File: src/rtl/hamming_pkg.sv
// Shared widths and FSM state type for the Hamming-distance accumulator.
package hamming_pkg;
  localparam int WORD_W = 32;
  localparam int PC_W   = 6;

  typedef enum logic [1:0] {
    RUN   = 2'd0,
    FLUSH = 2'd1,
    HOLD  = 2'd2
  } hacc_state_t;
endpackage

File: src/rtl/popcount32.sv
// Combinational population count of a 32-bit word.
module popcount32
  import hamming_pkg::*;
(
  input  logic [WORD_W-1:0] word,
  output logic [PC_W-1:0]   count
);
  always_comb begin
    count = '0;
    for (int i = 0; i < WORD_W; i++) count = count + PC_W'(word[i]);
  end
endmodule

File: src/rtl/hamming_accum.sv
// Streaming Hamming-distance accumulator: XOR stage, popcount, running sum, held result.
// Define HAMMING_ACCUM_SAT_EN to clamp the sum on overflow instead of wrapping.
module hamming_accum
  import hamming_pkg::*;
#(
  parameter int CNT_W = 16
) (
  input  logic              clk,
  input  logic              rst_n,
  input  logic              in_valid,
  output logic              in_ready,
  input  logic [WORD_W-1:0] in_a,
  input  logic [WORD_W-1:0] in_b,
  input  logic              in_last,
  output logic              out_valid,
  input  logic              out_ready,
  output logic [CNT_W-1:0]  out_dist,
  output logic              out_ovf
);
  hacc_state_t       state, state_nx;
  logic [WORD_W-1:0] x1;
  logic              v1, l1;
  logic [CNT_W-1:0]  acc;
  logic              ovf;
  logic [PC_W-1:0]   cnt;
  logic [CNT_W:0]    sum;
  logic              accept;
  logic              consume;

  assign in_ready  = (state == RUN);
  assign out_valid = (state == HOLD);
  assign accept    = in_valid && in_ready;
  assign consume   = (state == HOLD) && out_ready;
  assign out_dist  = acc;
  assign out_ovf   = ovf;

  always_ff @(posedge clk or negedge rst_n) begin
    if (!rst_n) begin
      x1 <= '0;
      v1 <= 1'b0;
      l1 <= 1'b0;
    end else begin
      v1 <= accept;
      if (accept) begin
        x1 <= in_a ^ in_b;
        l1 <= in_last;
      end
    end
  end

  popcount32 u_pc (
    .word  (x1),
    .count (cnt)
  );

  // One extra bit holds the carry out that drives overflow detection.
  assign sum = {1'b0, acc} + (CNT_W+1)'(cnt);

  always_ff @(posedge clk or negedge rst_n) begin
    if (!rst_n) begin
      acc <= '0;
      ovf <= 1'b0;
    end else if (consume) begin
      acc <= '0;
      ovf <= 1'b0;
    end else if (v1) begin
`ifdef HAMMING_ACCUM_SAT_EN
      acc <= sum[CNT_W] ? {CNT_W{1'b1}} : sum[CNT_W-1:0];
`else
      acc <= sum[CNT_W-1:0];
`endif
      ovf <= ovf | sum[CNT_W];
    end
  end

  always_ff @(posedge clk or negedge rst_n) begin
    if (!rst_n) state <= RUN;
    else        state <= state_nx;
  end

  always_comb begin
    state_nx = state;
    case (state)
      RUN:     if (accept && in_last) state_nx = FLUSH;
      FLUSH:   state_nx = HOLD;
      HOLD:    if (out_ready) state_nx = RUN;
      default: state_nx = RUN;
    endcase
  end

  // FLUSH always follows an accepted last beat, so stage 1 must hold it.
  a_flush_has_last: assert property (@(posedge clk) disable iff (!rst_n)
    (state == FLUSH) |-> (v1 && l1));
endmodule

File: config.mk
export PLATFORM = sky130hd
export DESIGN_NAME = hamming_accum
export DESIGN_NICKNAME = d
export VERILOG_FILES = /design/src/rtl/hamming_pkg.sv /design/src/rtl/popcount32.sv /design/src/rtl/hamming_accum.sv
export SDC_FILE = /design/constraint.sdc
export NUM_CORES = 1
export LEC_CHECK = 0
export ABC_AREA = 1
export CAP_MARGIN = 10
export CORE_MARGIN = 2
export CORE_UTILIZATION = 50
export DETAILED_ROUTE_END_ITERATION = 8
export HOLD_SLACK_MARGIN = 0.1
export PLACE_DENSITY_LB_ADDON = 0.05
export SLEW_MARGIN = 40
export SYNTH_ARGS = -nofsm -noshare
export SYNTH_HDL_FRONTEND = slang
export SYNTH_HIERARCHICAL = 1
export SYNTH_SLANG_ARGS = --single-unit
File: constraint.sdc
create_clock -name clk -period 6 [get_ports clk]
set_input_delay 1.2 -clock clk [delete_from_list [all_inputs] [get_ports clk]]
set_output_delay 1.2 -clock clk [all_outputs]
set_load 0.05 [all_outputs]
==> flow_metrics.env <==
export IMPL_cts_inserted_buffers=5
export IMPL_timing_critical_path_fanout_max=4
export IMPL_fin_skew_ns=0.005836
export IMPL_postSynthAreaPerCell_um2=8.839
export IMPL_globalRouteOverflowTotal=0
export IMPL_yosysUniqueCellTypes=32
export IMPL_maxSlewViolCount=0
export IMPL_worst_hold_startpoint="x1[10]"
export IMPL_report_final_setup_viol=0
export IMPL_layout_drive_gt1_share_pct=6.327
export IMPL_root_buffer="sky130_fd_sc_hd__clkbuf_8"
export IMPL_clkLatencyLatePin_ns=0.31
export IMPL_worstHoldPathType="reg -> reg"
export IMPL_first_pass_iters=4
export IMPL_cts_sinks=52
export IMPL_num_vias=2826
export IMPL_worstMarginPinSlew_ns=0.6612
export IMPL_critPathLaunchType="flop"
export IMPL_routed_via_density=4.823
export IMPL_ctsHtreeMaxLevel=2
export IMPL_dp_hpwl_mm=5.631
export IMPL_required_time_at_the_worst_slack_endpoint_ns=6.21
export IMPL_reg2reg_slack_ns=0.42
export IMPL_yosysSeqAreaShare_pct=36.62
export IMPL_area_growth_syn_to_layout_pct=29.65
export IMPL_endpoint_kind="flop"
export IMPL_grtUsageTotal_pct=19.80
export IMPL_clk_transition_reported_paths_ns=0.10
export IMPL_count_of_buffers_from_port_buffering=87
export IMPL_post_cts_buffers=0
export IMPL_post_route_drc_count=0
export IMPL_rsz_0062_raised_after_global_routing="false"
export IMPL_detail_route_wirelength_mm=6.991
export IMPL_num_nets_final=596
export IMPL_routed_wire_length_per_instance_um=11.93
export IMPL_post_syn_area_mm2=0.003553
export IMPL_cp_arrival_ns=5.79
export IMPL_start_util_pct=52.01
export IMPL_fmax_mhz=179.1
export IMPL_drv_cap=0
export IMPL_grt_pass1_vias=2797
export IMPL_synth_cells=402
export IMPL_n_fill_cell=588
export IMPL_cts_root_to_sink_buffers=2
export IMPL_min_delay_worst_endpoint="x1[10]"
export IMPL_synth_warning_count=6
export IMPL_postSynthNetCount=509
export IMPL_grt_pass1_wl_mm=11.99
export IMPL_r2r_start="x1[0]"
export IMPL_r2r_worst_path_cells=27
export IMPL_max_slew_margin_rel_pct=55.92
export IMPL_die_area_mm2=0.007797
export IMPL_antenna_violations_before_repair=0
export IMPL_fin_crit_ns=5.582
export IMPL_min_delay_path_depth=2
export IMPL_num_antenna_cells=0
export IMPL_postSynthRegisterBits=52
export IMPL_rr_endpoint="out_dist[9]"
export IMPL_critPathMaxStageDelay_ns=0.54
export IMPL_status="finished clean"
export IMPL_design_portCount=88
export IMPL_hold_viol_final=0
export IMPL_place_congestion=0.8732
export IMPL_die_h_um=88.30
export IMPL_postRouteAntennaNets=0
export IMPL_cts_tree="done"
export IMPL_worstSetupPathType="reg -> reg"
export IMPL_rows=30
export IMPL_final_min_period_over_clock_period_pct=93.04
export IMPL_finalSetupTns_ns=0
export IMPL_placeableCoreArea_mm2=0.006832
export IMPL_fp_dieW_um=88.30
export IMPL_critPathSlowestCell="sky130_fd_sc_hd__fa_1"
export IMPL_drt_iter0_drc=108
export IMPL_grt_max_degree=67
logic make-up after synthesis:
| logic type | after synthesis | share of synthesized area [%] |
|---|---|---|
| AO/OA/AOI/OAI | 55 | 8.134 |
| AND/OR/NAND/NOR | 148 | 19.12 |
| XOR/XNOR | 36 | 8.873 |
| buffers and inverters | 73 | 8.592 |
| flip-flops | 52 | 36.62 |
| adder cells (fa/ha/maj) | 38 | 18.66 |
area by class of cell:
class	instances	area, um^2	area share (%)
multi-input combinational	277	1976	42.88
clock inverter	3	21.27	0.4617
clock buffer	5	68.82	1.494
timing repair buffer	88	873.3	18.96
tap	96	120.1	2.607
inverter	65	246.5	5.350
sequential	52	1301	28.25
Yosys cell counts:
cell type / n / share of area (%)
sky130_fd_sc_hd__buf_4: 5 / 1.1
sky130_fd_sc_hd__or2_2: 1 / 0.18
sky130_fd_sc_hd__a21o_1: 1 / 0.21
sky130_fd_sc_hd__nand3_1: 22 / 3.1
sky130_fd_sc_hd__nor3b_1: 1 / 0.21
sky130_fd_sc_hd__o21ai_0: 30 / 4.2
sky130_fd_sc_hd__clkbuf_8: 1 / 0.39
sky130_fd_sc_hd__inv_1: 64 / 6.8
sky130_fd_sc_hd__nand2_1: 85 / 9.0
sky130_fd_sc_hd__ha_1: 13 / 4.6
sky130_fd_sc_hd__nor2_4: 1 / 0.32
sky130_fd_sc_hd__xnor2_1: 34 / 8.4
sky130_fd_sc_hd__fa_1: 25 / 14
sky130_fd_sc_hd__o21ai_2: 1 / 0.25
sky130_fd_sc_hd__nor2_1: 21 / 2.2
sky130_fd_sc_hd__a21oi_1: 14 / 2.0
sky130_fd_sc_hd__xor2_1: 2 / 0.49
sky130_fd_sc_hd__a22o_1: 1 / 0.25
sky130_fd_sc_hd__nand2_4: 3 / 0.95
sky130_fd_sc_hd__nor3_4: 1 / 0.46
sky130_fd_sc_hd__dfrtp_1: 52 / 37
sky130_fd_sc_hd__nand3_2: 1 / 0.28
sky130_fd_sc_hd__o21ai_1: 6 / 0.85
sky130_fd_sc_hd__inv_4: 1 / 0.18
sky130_fd_sc_hd__o211ai_1: 1 / 0.21
sky130_fd_sc_hd__nand3b_1: 1 / 0.21
sky130_fd_sc_hd__nand2_2: 5 / 0.88
sky130_fd_sc_hd__nor2_2: 2 / 0.35
sky130_fd_sc_hd__o22ai_1: 1 / 0.18
sky130_fd_sc_hd__clkbuf_1: 2 / 0.21
sky130_fd_sc_hd__nor3_1: 3 / 0.42
sky130_fd_sc_hd__nand2_8: 1 / 0.56
metrics by stage:
step	instance area, um^2	hold WS, ns	setup slack [ns]	std cells	util, %
floorplan	3553	0.4530	0.6866	402	-
global placement	4491	0.4652	0.4160	578	65.73
detailed placement	4496	0.4734	0.3286	578	65.81
CTS	4586	0.4998	0.3127	586	67.12
global route	4607	0.5330	0.06018	586	67.44
finish	4607	0.4991	0.4176	586	67.44
layout by cell type (no fill, tap or decap), types with 2 or more instances in the layout:
| cell | instances |
|---|---|
| sky130_fd_sc_hd__dfrtp_1 | 52 |
| sky130_fd_sc_hd__ha_1 | 12 |
| sky130_fd_sc_hd__nand3_2 | 2 |
| sky130_fd_sc_hd__nor3_1 | 3 |
| sky130_fd_sc_hd__clkdlybuf4s50_1 | 86 |
| sky130_fd_sc_hd__o21ai_0 | 30 |
| sky130_fd_sc_hd__clkbuf_8 | 5 |
| sky130_fd_sc_hd__nor2_2 | 2 |
| sky130_fd_sc_hd__nand2_4 | 4 |
| sky130_fd_sc_hd__o21ai_1 | 6 |
| sky130_fd_sc_hd__fa_1 | 25 |
| sky130_fd_sc_hd__nor2_1 | 21 |
| sky130_fd_sc_hd__inv_1 | 64 |
| sky130_fd_sc_hd__nand2_1 | 84 |
| sky130_fd_sc_hd__nand3_1 | 21 |
| sky130_fd_sc_hd__nand2_2 | 5 |
| sky130_fd_sc_hd__a21oi_1 | 13 |
| sky130_fd_sc_hd__xnor2_1 | 34 |
| sky130_fd_sc_hd__xor2_1 | 2 |
worst max path at each step:
stage | start | end | slack [ns] | cells after the start
CTS | x1[0] | out_dist[13] | 0.31 | 26
finish | x1[0] | out_dist[9] | 0.42 | 27
detailed placement | x1[0] | out_dist[13] | 0.33 | 26
global placement | x1[0] | out_dist[13] | 0.42 | 26
global route | x1[0] | out_dist[13] | 0.06 | 28
floorplan | x1[0] | out_dist[6] | 0.69 | 22
repair_timing:
action	CTS	global route
setup endpoints to repair	0	3
hold buffers	0	0
gates resized for setup	0	3
per-layer routing:
metal,routed length [um],track usage [%],vias up
li1,-,-,1415
met1,2814,23.03,1341
met2,3811,37.25,63
met3,286,3.358,7
met4,78,5.785,0
met5,0,0,-
critical path, delay by kind of cell (launching register included):
kind,cells,cell delay [ns]
buf+inv,7,0.49
simple gates,10,0.75
fa+ha+maj,9,3.74
compound gates,1,0.15
flops,1,0.36
sequential cells by signal, summed over array words and instances, names as in the netlist:
signal / cells
out_dist: 16
out_ovf: 1
state: 2
v1: 1
x1: 32
Power is not shown: default switching activity piles up to over one toggle a cycle in this logic, so the estimate is an artifact.
